==> src/rtl/axi4_lite_regfile.sv <==
// axi4_lite_regfile: parametrised AXI4-Lite CSR slave with RW, RO and W1C registers.
// AW and W are captured independently into one-entry holding registers and commit
// together; reads are registered and can issue back to back.
module axi4_lite_regfile #(
  parameter int                                ADDR_WIDTH = 32,
  parameter int                                DATA_WIDTH = 32,
  parameter int                                NUM_REGS   = 16,
  parameter logic [NUM_REGS-1:0]               RO_MASK    = '0,
  parameter logic [NUM_REGS-1:0]               W1C_MASK   = '0,
  parameter logic [NUM_REGS*DATA_WIDTH-1:0]    RESET_VAL  = '0
) (
  input  logic                                 aclk,
  input  logic                                 aresetn,
  input  logic [ADDR_WIDTH-1:0]                awaddr,
  input  logic                                 awvalid,
  output logic                                 awready,
  input  logic [DATA_WIDTH-1:0]                wdata,
  input  logic [DATA_WIDTH/8-1:0]              wstrb,
  input  logic                                 wvalid,
  output logic                                 wready,
  output logic [1:0]                           bresp,
  output logic                                 bvalid,
  input  logic                                 bready,
  input  logic [ADDR_WIDTH-1:0]                araddr,
  input  logic                                 arvalid,
  output logic                                 arready,
  output logic [DATA_WIDTH-1:0]                rdata,
  output logic [1:0]                           rresp,
  output logic                                 rvalid,
  input  logic                                 rready,
  input  logic [NUM_REGS*DATA_WIDTH-1:0]       hw_ro_data,
  input  logic [NUM_REGS*DATA_WIDTH-1:0]       hw_set,
  output logic [NUM_REGS*DATA_WIDTH-1:0]       reg_q,
  output logic [NUM_REGS-1:0]                  wr_pulse,
  output logic                                 irq
);
  localparam int STRB_WIDTH = DATA_WIDTH / 8;
  localparam int ADDR_LSB   = $clog2(STRB_WIDTH);
  localparam int IDX_W      = $clog2(NUM_REGS);
  localparam int DEC_W      = ADDR_LSB + IDX_W;
  localparam logic [1:0] RESP_OKAY   = 2'b00;
  localparam logic [1:0] RESP_SLVERR = 2'b10;

  // irq must already reflect any W1C bit that comes out of reset set
  function automatic logic irq_reset_value();
    logic v;
    v = 1'b0;
    for (int i = 0; i < NUM_REGS; i++)
      if (W1C_MASK[i]) v = v | (|RESET_VAL[i*DATA_WIDTH +: DATA_WIDTH]);
    return v;
  endfunction
  localparam logic IRQ_RST = irq_reset_value();

  // write holding registers
  logic                    r_aw_full;
  logic [ADDR_WIDTH-1:0]   r_aw_addr;
  logic                    r_w_full;
  logic [DATA_WIDTH-1:0]   r_w_data;
  logic [STRB_WIDTH-1:0]   r_w_strb;
  // response / read state
  logic                    r_bvalid;
  logic [1:0]              r_bresp;
  logic                    r_rvalid;
  logic [DATA_WIDTH-1:0]   r_rdata;
  logic [1:0]              r_rresp;
  logic [NUM_REGS-1:0]     r_wr_pulse;
  logic                    r_irq;

  logic                    w_commit;
  logic [IDX_W-1:0]        w_aw_idx;
  logic                    w_aw_legal;
  logic [IDX_W-1:0]        w_ar_idx;
  logic                    w_ar_legal;
  logic                    w_arready;
  logic                    w_ar_fire;
  logic [DATA_WIDTH-1:0]   w_wmask;
  logic [DATA_WIDTH-1:0]   w_rd_val [NUM_REGS];
  logic [NUM_REGS-1:0]     w_pulse_hit;
  logic [NUM_REGS-1:0]     w_irq_src;

  // Address decode: everything above the index field must be zero and the index in range
  assign w_aw_idx   = r_aw_addr[ADDR_LSB +: IDX_W];
  assign w_aw_legal = ((r_aw_addr >> DEC_W) == '0) && ({1'b0, w_aw_idx} < (IDX_W+1)'(NUM_REGS));
  assign w_ar_idx   = araddr[ADDR_LSB +: IDX_W];
  assign w_ar_legal = ((araddr >> DEC_W) == '0) && ({1'b0, w_ar_idx} < (IDX_W+1)'(NUM_REGS));

  // A held AW+W pair commits only when the B slot is free (or being drained this cycle)
  assign w_commit  = r_aw_full && r_w_full && (!r_bvalid || bready);
  assign w_arready = !r_rvalid || rready;
  assign w_ar_fire = arvalid && w_arready;

  genvar gi;
  for (gi = 0; gi < STRB_WIDTH; gi++) begin : g_mask
    assign w_wmask[gi*8 +: 8] = {8{r_w_strb[gi]}};
  end

  for (gi = 0; gi < NUM_REGS; gi++) begin : g_reg
    localparam bit IS_RO  = RO_MASK[gi];
    localparam bit IS_W1C = W1C_MASK[gi];
    logic [DATA_WIDTH-1:0] r_val;
    logic [DATA_WIDTH-1:0] w_next;
    logic                  w_hit;

    assign w_hit = w_commit && w_aw_legal && (int'(w_aw_idx) == gi);

    // Next value: software write first, then hardware set so a same-cycle set beats a clear
    always_comb begin
      w_next = r_val;
      if (w_hit && !IS_RO) begin
        if (IS_W1C) w_next = r_val & ~(r_w_data & w_wmask);
        else        w_next = (r_val & ~w_wmask) | (r_w_data & w_wmask);
      end
      if (IS_W1C) w_next = w_next | hw_set[gi*DATA_WIDTH +: DATA_WIDTH];
    end

    // Register storage; RO slots hold zero and are never written
    always_ff @(posedge aclk or negedge aresetn) begin
      if (!aresetn) r_val <= IS_RO ? '0 : RESET_VAL[gi*DATA_WIDTH +: DATA_WIDTH];
      else          r_val <= w_next;
    end

    assign reg_q[gi*DATA_WIDTH +: DATA_WIDTH] = IS_RO ? '0 : r_val;
    assign w_rd_val[gi]    = IS_RO ? hw_ro_data[gi*DATA_WIDTH +: DATA_WIDTH] : r_val;
    assign w_pulse_hit[gi] = w_hit && !IS_RO;
    assign w_irq_src[gi]   = IS_W1C && (|r_val);
  end

  // AW/W holding registers: each fills on its own handshake and empties on commit
  always_ff @(posedge aclk or negedge aresetn) begin
    if (!aresetn) begin
      r_aw_full <= 1'b0;
      r_aw_addr <= '0;
      r_w_full  <= 1'b0;
      r_w_data  <= '0;
      r_w_strb  <= '0;
    end else begin
      if (awvalid && !r_aw_full) begin
        r_aw_full <= 1'b1;
        r_aw_addr <= awaddr;
      end else if (w_commit) begin
        r_aw_full <= 1'b0;
      end
      if (wvalid && !r_w_full) begin
        r_w_full <= 1'b1;
        r_w_data <= wdata;
        r_w_strb <= wstrb;
      end else if (w_commit) begin
        r_w_full <= 1'b0;
      end
    end
  end

  // Write response: raised on commit, held until the master accepts it
  always_ff @(posedge aclk or negedge aresetn) begin
    if (!aresetn) begin
      r_bvalid <= 1'b0;
      r_bresp  <= RESP_OKAY;
    end else if (w_commit) begin
      r_bvalid <= 1'b1;
      r_bresp  <= w_aw_legal ? RESP_OKAY : RESP_SLVERR;
    end else if (bready) begin
      r_bvalid <= 1'b0;
    end
  end

  // Read data path: sampled at AR handshake, so a same-cycle commit is not yet visible
  always_ff @(posedge aclk or negedge aresetn) begin
    if (!aresetn) begin
      r_rvalid <= 1'b0;
      r_rdata  <= '0;
      r_rresp  <= RESP_OKAY;
    end else if (w_ar_fire) begin
      r_rvalid <= 1'b1;
      r_rdata  <= w_ar_legal ? w_rd_val[w_ar_idx] : '0;
      r_rresp  <= w_ar_legal ? RESP_OKAY : RESP_SLVERR;
    end else if (rready) begin
      r_rvalid <= 1'b0;
    end
  end

  // Sideband: write strobe one cycle after commit, interrupt one cycle after W1C change
  always_ff @(posedge aclk or negedge aresetn) begin
    if (!aresetn) begin
      r_wr_pulse <= '0;
      r_irq      <= IRQ_RST;
    end else begin
      r_wr_pulse <= w_pulse_hit;
      r_irq      <= |w_irq_src;
    end
  end

  assign awready  = !r_aw_full;
  assign wready   = !r_w_full;
  assign bvalid   = r_bvalid;
  assign bresp    = r_bresp;
  assign arready  = w_arready;
  assign rvalid   = r_rvalid;
  assign rdata    = r_rdata;
  assign rresp    = r_rresp;
  assign wr_pulse = r_wr_pulse;
  assign irq      = r_irq;
endmodule

==> config.mk <==
export PLATFORM = sky130hd
export DESIGN_NAME = axi4_lite_regfile
export DESIGN_NICKNAME = d
export VERILOG_FILES = /design/src/rtl/axi4_lite_regfile.sv
export SDC_FILE = /design/constraint.sdc
export NUM_CORES = 1
export LEC_CHECK = 0
export BUFFER_PORTS_ARGS = -buffer_cell sky130_fd_sc_hd__buf_2
export CAP_MARGIN = 40
export CORE_AREA = 5 5 655 657
export CTS_BUF_LIST = sky130_fd_sc_hd__clkbuf_8 sky130_fd_sc_hd__clkbuf_16
export DETAILED_ROUTE_END_ITERATION = 16
export DIE_AREA = 0 0 660 662
export PLACE_DENSITY_LB_ADDON = 0.1
export REMOVE_ABC_BUFFERS = 1
export SYNTH_ARGS = -nofsm -noshare
export SYNTH_HDL_FRONTEND = slang
export SYNTH_SLANG_ARGS = --single-unit
export TNS_END_PERCENT = 20
==> constraint.sdc <==
create_clock -name aclk -period 2.25 [get_ports aclk]
set_input_delay 0 -clock aclk [delete_from_list [all_inputs] [get_ports aclk]]
set_output_delay 0 -clock aclk [all_outputs]
set_load 0.05 [all_outputs]
-- Word-level counts from Yosys, hierarchy flattened
Index checks and enable logic that the tools add are counted.
- magnitude comparators: 1
- equal/unequal tests: 15
- multiplexer cells: 13
- bitwise gates (word level): 35
- reductions and logical operators: 35
- operator list (operator ; count):
    AND 32 bit ; 17
    bitwise OR 32 bit ; 16
    binary-select mux 32 bit (select 4 bit) ; 1
    two-way mux 32 bit ; 3
    logical NOT 32 bit ; 2
    equality test 4 bit (second input constant) ; 8
    NOT 32 bit ; 1
    logical AND 1 bit ; 22
    equality test 4 x 3 -> 1 bit (second input constant) ; 4
    equality test 4 x 2 -> 1 bit (second input constant) ; 2
    nonzero test 2 bit ; 4
    two-way mux 1 bit ; 7
    >= comparator 5 bit (second input constant) ; 1
    NOT 4 -> 5 bit ; 1
    equality test 4 x 1 -> 1 bit (second input constant) ; 1
    logical NOT 1 bit ; 4
    logical NOT 4 bit ; 1
    two-way mux 2 bit ; 2
    logical OR 1 bit ; 2
- register bits after elaboration: 636
- output and inout port bits: 570

-- Logic depth before layout (Yosys ltp)
Gate-level depths: netlist of the first run.
- word-level depth: 5
- mapped depth: 7
- mapped depth without buffers: 5

-- Worst setup path before layout of the first run
Ideal clock, no wire load.
- path type: register -> register
- from: register r_bvalid (netlist: bvalid)
- to: register with a tool-made name
- library setup time: 0.125 ns
- arrival: 2.408 ns
- required time: 2.125 ns
- setup slack: -0.282 ns
- stages on the path, launching flop included: 7
- clock period less this slack: 2.532 ns
- cell sequence: dfrtp_1 -> nand2b_1 -> nand4_2 -> or4_4 -> buf_6 -> nor3b_4 -> mux2_2
- RTL lines (item ; line ; source):
    from (decl) ; 61 ; logic r_bvalid;
    from (signal assigned) ; 156 ; r_bvalid <= 1'b0;
    from (signal assigned) ; 159 ; r_bvalid <= 1'b1;
    from (signal assigned) ; 162 ; r_bvalid <= 1'b0;

==> flow_summary.ini, run 1 <==
[cells_and_area]
layout_commonest_cell = buf_2
fin_nets = 4020
most-common-layout-cells = 666 x buf_2, 631 x dfrtp_1, 447 x mux2_2
fin_cells = 8643
layout-drive-gt1-share = 0.6554
finalInstanceArea_um2 = 47570
syn2layout_area_growth_pct = 70.72

[clock_tree]
root_buffer = clkbuf_16
cts_sinks = 632
cts_tree = yes
ctsHtreeMaxLevel = 3
clock_latency_ps = 870
numCtsBuffers = 102
cts_buffer_depth = 4
path_clk_slew_ps = 60

[timing]
min_period_ps = 2873
finalSetupViolCount = 528
fin_ws_ps = -623.5
fin_crit_sh = 1.277
grt_setup_unrepaired = yes
fin_skew_ps = 143.8
drv_slew = 0
fmax_mhz = 348.0
slew_headroom = 0.4445
worstMarginPinSlew_ps = 833.2
hold_viol = 0
whs_ps = 83.86

[hold_path]
min_from = awaddr[31]
hold_end = r_aw_addr[31]
min_path_type = in2reg
whs_path_depth = 3

[detailed_routing]
wirelength_um = 218000
drt_iter0_markers = 846
vias = 21250
drt-vias-per-instance = 2.458
drc = 0
detail_route.first_pass.iterations = 5
ant_nets = 0
drt-wirelength-per-cell_um = 25.22

[status]
outcome = complete, but fails checks
violations = setup timing

[floorplan]
core.rowCount = 239
placeableCoreArea_um2 = 422200
die_h_um = 662
die-area_um2 = 436900
die_w_um = 660
io_pins = 1701
start_util = 0.06599

[placed_design]
place_area_um2 = 41470
place.gp.congestion = 0.7234
dp_hpwl_um = 172600
io_buffer_count = 669
dpl.cell_count = 8278

[setup_path]
critPathLaunch = r_aw_addr[14]
critical_path_class = reg2reg
end_kind = register
reg2reg_depth = 10
required_ps = 2940
crit_fanout = 8
r2r_slack_ps = -620
critPathLaunchType = register
r2r_start = r_aw_addr[14]
arrival_ps = 3560

[yosys]
synthTopCellsByArea = dfrtp_1 57%, mux2_2 23%, mux4_2 10%
synth_ff_type = dfrtp_1
ys_types = 36
syn_inst = 1753
synth_edf_count = 0
yosysTopAreaCell = dfrtp_1
avgSynthCellArea_um2 = 15.89
yosys.area.top_type_share = 0.5676
synthesis.area_um2 = 27860
synth_seq_cells = 632
synthArstFlopShare = 1.000
synth_seq_area_share = 0.5676
yosysWarnings = 0

[grt]
track_usage = 0.09599
overflow = 0
grt_pass1_vias = 23840
grt_max_degree = 53
antenna_found_initial = 42
grt_pass1_wl_um = 274800

[pwr]
power_mw = 36.52
p_per_area_nw_per_um2 = 767.7
leakage_nw = 21.98
ir_worst_vdd_v = 0.0005550

[run]
cap_violations = 0
==> cell usage after synthesis, drive strengths merged, types with 16 or more instances <==
library cell	instances
a22o	32
a22oi	62
mux4	128
buf	44
nor2	20
nand4	19
dfrtp	632
and3	16
nand2	54
mux2	578
nor3	19
nand3	17
clkbuf	83
==> final cells by class <==
cell class / instances / area [µm²]
fill: 48280 / 374700
antenna: 11 / 27.53
multi-input combinational: 994 / 12350
inverter: 2 / 7.507
clock buffer: 128 / 2922
sequential: 632 / 15820
tap: 5663 / 7086
clock inverter: 56 / 406.6
timing repair buffer: 1157 / 8947
==> worst max-delay path, cell delays in order (launching register included) <==
cell	delay, ps
dfrtp_1	390
nor4_2	290
buf_4	150
nand4_1	230
buf_4	230
or4_4	470
buf_12	170
clkbuf_16	190
nor3_4	170
buf_12	170
mux2_2	330
==> where the power goes <==
| part | switching, mW | internal, mW |
|---|---|---|
| Combinational | 4.76 | 2.41 |
| Sequential | 1.07 | 12.0 |
| Clock | 6.63 | 9.64 |
==> how the worst max path moves through the flow <==
stage,cells past startpoint,end,slack (ps)
2_1_floorplan,4,rdata[0],-2390
3_3_place_gp,10,register,-1240
3_5_place_dp,10,register,-1070
4_1_cts,10,register,-780
5_1_grt,10,register,-750
6_report,10,register,-620
==> per-layer routing <==
layer	wire length (µm)	global-route usage
met2	109100	0.1697
met5	13	0
met4	6118	0.02290
met1	80190	0.1028
met3	22530	0.04558
==> repair_timing <==
action	in CTS	in global routing
gates cloned	1	2
setup buffers	9	9
endpoints found under the hold margin	736	0
pin swaps	27	11
hold buffers	149	0
setup endpoints to repair	529	528
gates resized for setup	61	158
==> per-stage QoR <==
step | setup WS, ps | TNS [ps] | utilization
detailed placement | -1071 | -394030 | 0.09822
finish | -623.5 | -256470 | 0.1127
global placement | -1236 | -482540 | 0.09799
floorplan | -2393 | -466100 | -
CTS | -780.6 | -299490 | 0.1107
global route | -752.5 | -317510 | 0.1126
==> kinds of logic after synthesis <==
group	Yosys count	synth area share
other	1	0.0001346
AOI/OAI and AO/OA	97	0.02739
DFF	632	0.5676
buffers and inverters	129	0.01936
muxes	707	0.3374
and+or+nand+nor	187	0.04805
Note: power is estimated with default switching activity, not from simulation.
==> inputs of run 2 (changes only) <==
- ABC_AREA: default -> 1
- CORE_AREA: 5 5 655 657 -> 5 5 651 653
- DIE_AREA: 0 0 660 662 -> 0 0 656 658
==> flow_summary.ini, run 2 <==
[status]
outcome = finished clean

[yosys]
synthesis.area_um2 = 31690
synthTopCellsByArea = dfrtp_1 50%, nand2_1 19%, nand4_1 10%
synth_common_cells = 1625 x nand2_1, 632 x dfrtp_1, 512 x nand4_1
avgSynthCellArea_um2 = 8.243
synth_seq_cells = 632
yosysWarnings = 0
post-synth-top-count-cell = nand2_1
synth_seq_area_share = 0.4990
yosys.area.top_type_share = 0.4990
yosysTopAreaCell = dfrtp_1
synthArstFlopShare = 1.000
synth_ff_type = dfrtp_1
syn_inst = 3845
ys_types = 26
synth_edf_count = 0

[pwr]
power_mw = 42.03
leakage_nw = 23.32
p_per_area_nw_per_um2 = 846.2
ir_worst_vdd_v = 0.0005801

[grt]
grt_pass1_wl_um = 352200
overflow = 0
track_usage = 0.1197
grt_pass1_vias = 34400
grt_max_degree = 96
antenna_found_initial = 27

[setup_path]
arrival_ps = 2910
critPathLaunchType = register
critical_path_class = reg2reg
cp_cell_sequence = or2_1, nor2_2, buf_4, nand2_8, nor2_4, buf_12, buf_16, buf_16, buf_12, nand3_4, nand2_1, nand2_1
crit_fanout = 8
end_kind = register
required_ps = 2960
cp_slowest_cell = dfrtp_1
slowest_delay_ps = 360

[cells_and_area]
utilization = 0.1188
most-common-layout-cells = 1607 x nand2_1, 665 x buf_2, 628 x dfrtp_1
nFillCells = 48300
fin_cells = 10410
layout_commonest_cell = nand2_1
layout-drive-gt1-share = 0.2684
syn2layout_area_growth_pct = 56.72
fin_nets = 5935

[placed_design]
dpl_worst_slack_ps = -441.6
dpl.cell_count = 9969
place.gp.congestion = 0.7605
dp_hpwl_um = 204200
io_buffer_count = 669

[timing]
grt_setup_unrepaired = yes
fmax_mhz = 456.5
fin_crit_sh = 0.9736
hold_viol = 0
worstMarginPinSlew_ps = 872.6
fin_skew_ps = 114.2
slew_headroom = 0.4183
finalSetupTns_ps = 0
min_period_ps = 2191
drv_slew = 0
fin_ws_ps = 59.44
finalSetupViolCount = 0

[detailed_routing]
ant_nets = 0
vias = 33420
drt-vias-per-instance = 3.209
drt_iter0_markers = 2190
drt-wirelength-per-cell_um = 25.70
drc = 0
detail_route.first_pass.iterations = 5
wirelength_um = 267700

[floorplan]
die_w_um = 656
start_util = 0.07581
io_pins = 1701
placeableCoreArea_um2 = 418100
core.rowCount = 238
die_h_um = 658
die-area_um2 = 431600

[hold_path]
min_path_type = in2reg

[clock_tree]
root_buffer = clkbuf_16
cts_tree = yes
path_clk_slew_ps = 50
cts_buffer_depth = 4
numCtsBuffers = 102
cts_sinks = 632
clock_latency_ps = 880
ctsHtreeMaxLevel = 3

[run]
cap_violations = 0
==> run 2: kinds of logic (layout without fill, tap and decap cells) <==
logic type	after synthesis	count (layout)	synth area share
DFF	632	632	0.4990
other	1	24	0.0001183
and+or+nand+nor	2763	2763	0.4144
muxes	63	63	0.02238
buffers and inverters	380	1406	0.06316
AOI/OAI and AO/OA	6	6	0.0009475
==> run 2: report_power, final <==
| part | switching (mW) | total (mW) | internal (mW) |
|---|---|---|---|
| logic | 9.13 | 13.0 | 3.82 |
| clock network | 6.57 | 15.9 | 9.28 |
| registers | 1.19 | 13.2 | 12.0 |
| total | 16.9 | 42.0 | 25.1 |
==> run 2: worst max-delay path: cells and delay by family, from the launching register on <==
kind,cells,cell delay [ps]
AND/OR/NAND/NOR,7,910
buffers and inverters,5,750
flip-flops,1,360
==> run 2: layout make-up <==
cell class / count / area [µm²] / area share
sequential: 632 / 15830 / 0.3187
multi-input combinational: 2835 / 14040 / 0.2826
timing repair buffer: 1214 / 9560 / 0.1925
tap: 5520 / 6907 / 0.1390
clock buffer: 122 / 2839 / 0.05716
clock inverter: 51 / 360.3 / 0.007255
inverter: 19 / 86.33 / 0.001738
antenna: 21 / 52.55 / 0.001058
==> run 2: final timing paths <==
kind                              start  slack (ps)  cells after the start        end
setup reg to reg           r_aw_addr[7]          60                     12   register
min in group asynchronous       aresetn         570                      4  async pin
max in group asynchronous       aresetn        1020                      4  async pin
setup / recovery           r_aw_addr[7]          60                     12   register
hold / removal               araddr[30]          40                      9   rdata[3]
hold reg to reg               rdata[20]         480                      2  rdata[20]
==> run 2: per-layer routing <==
layer  global-route usage  vias up  wire length (µm)
li1                     -    15060                 -
met1               0.1526    17190            116600
met2               0.2003      980            126500
met3              0.03470      177             19010
met4              0.02382        4              5475
met5                    0        -                20
==> run 2: repair_timing <==
item | CTS | global route
hold buffers | 227 | 0
buffers inserted | 19 | 8
endpoints found under the setup margin | 529 | 449
endpoints found under the hold margin | 734 | 0
pin swaps | 12 | 25
gates cloned | 4 | 0
gates resized for setup | 45 | 39
==> run 2: through the flow <==
| step | instance area (µm²) | hold slack, ps |
|---|---|---|
| floorplan | 29770 | -295.6 |
| global placement | 43350 | 46.89 |
| detailed placement | 43450 | 37.87 |
| CTS | 49450 | 0.5623 |
| global route | 49620 | 59.20 |
| finish | 49670 | 43.60 |
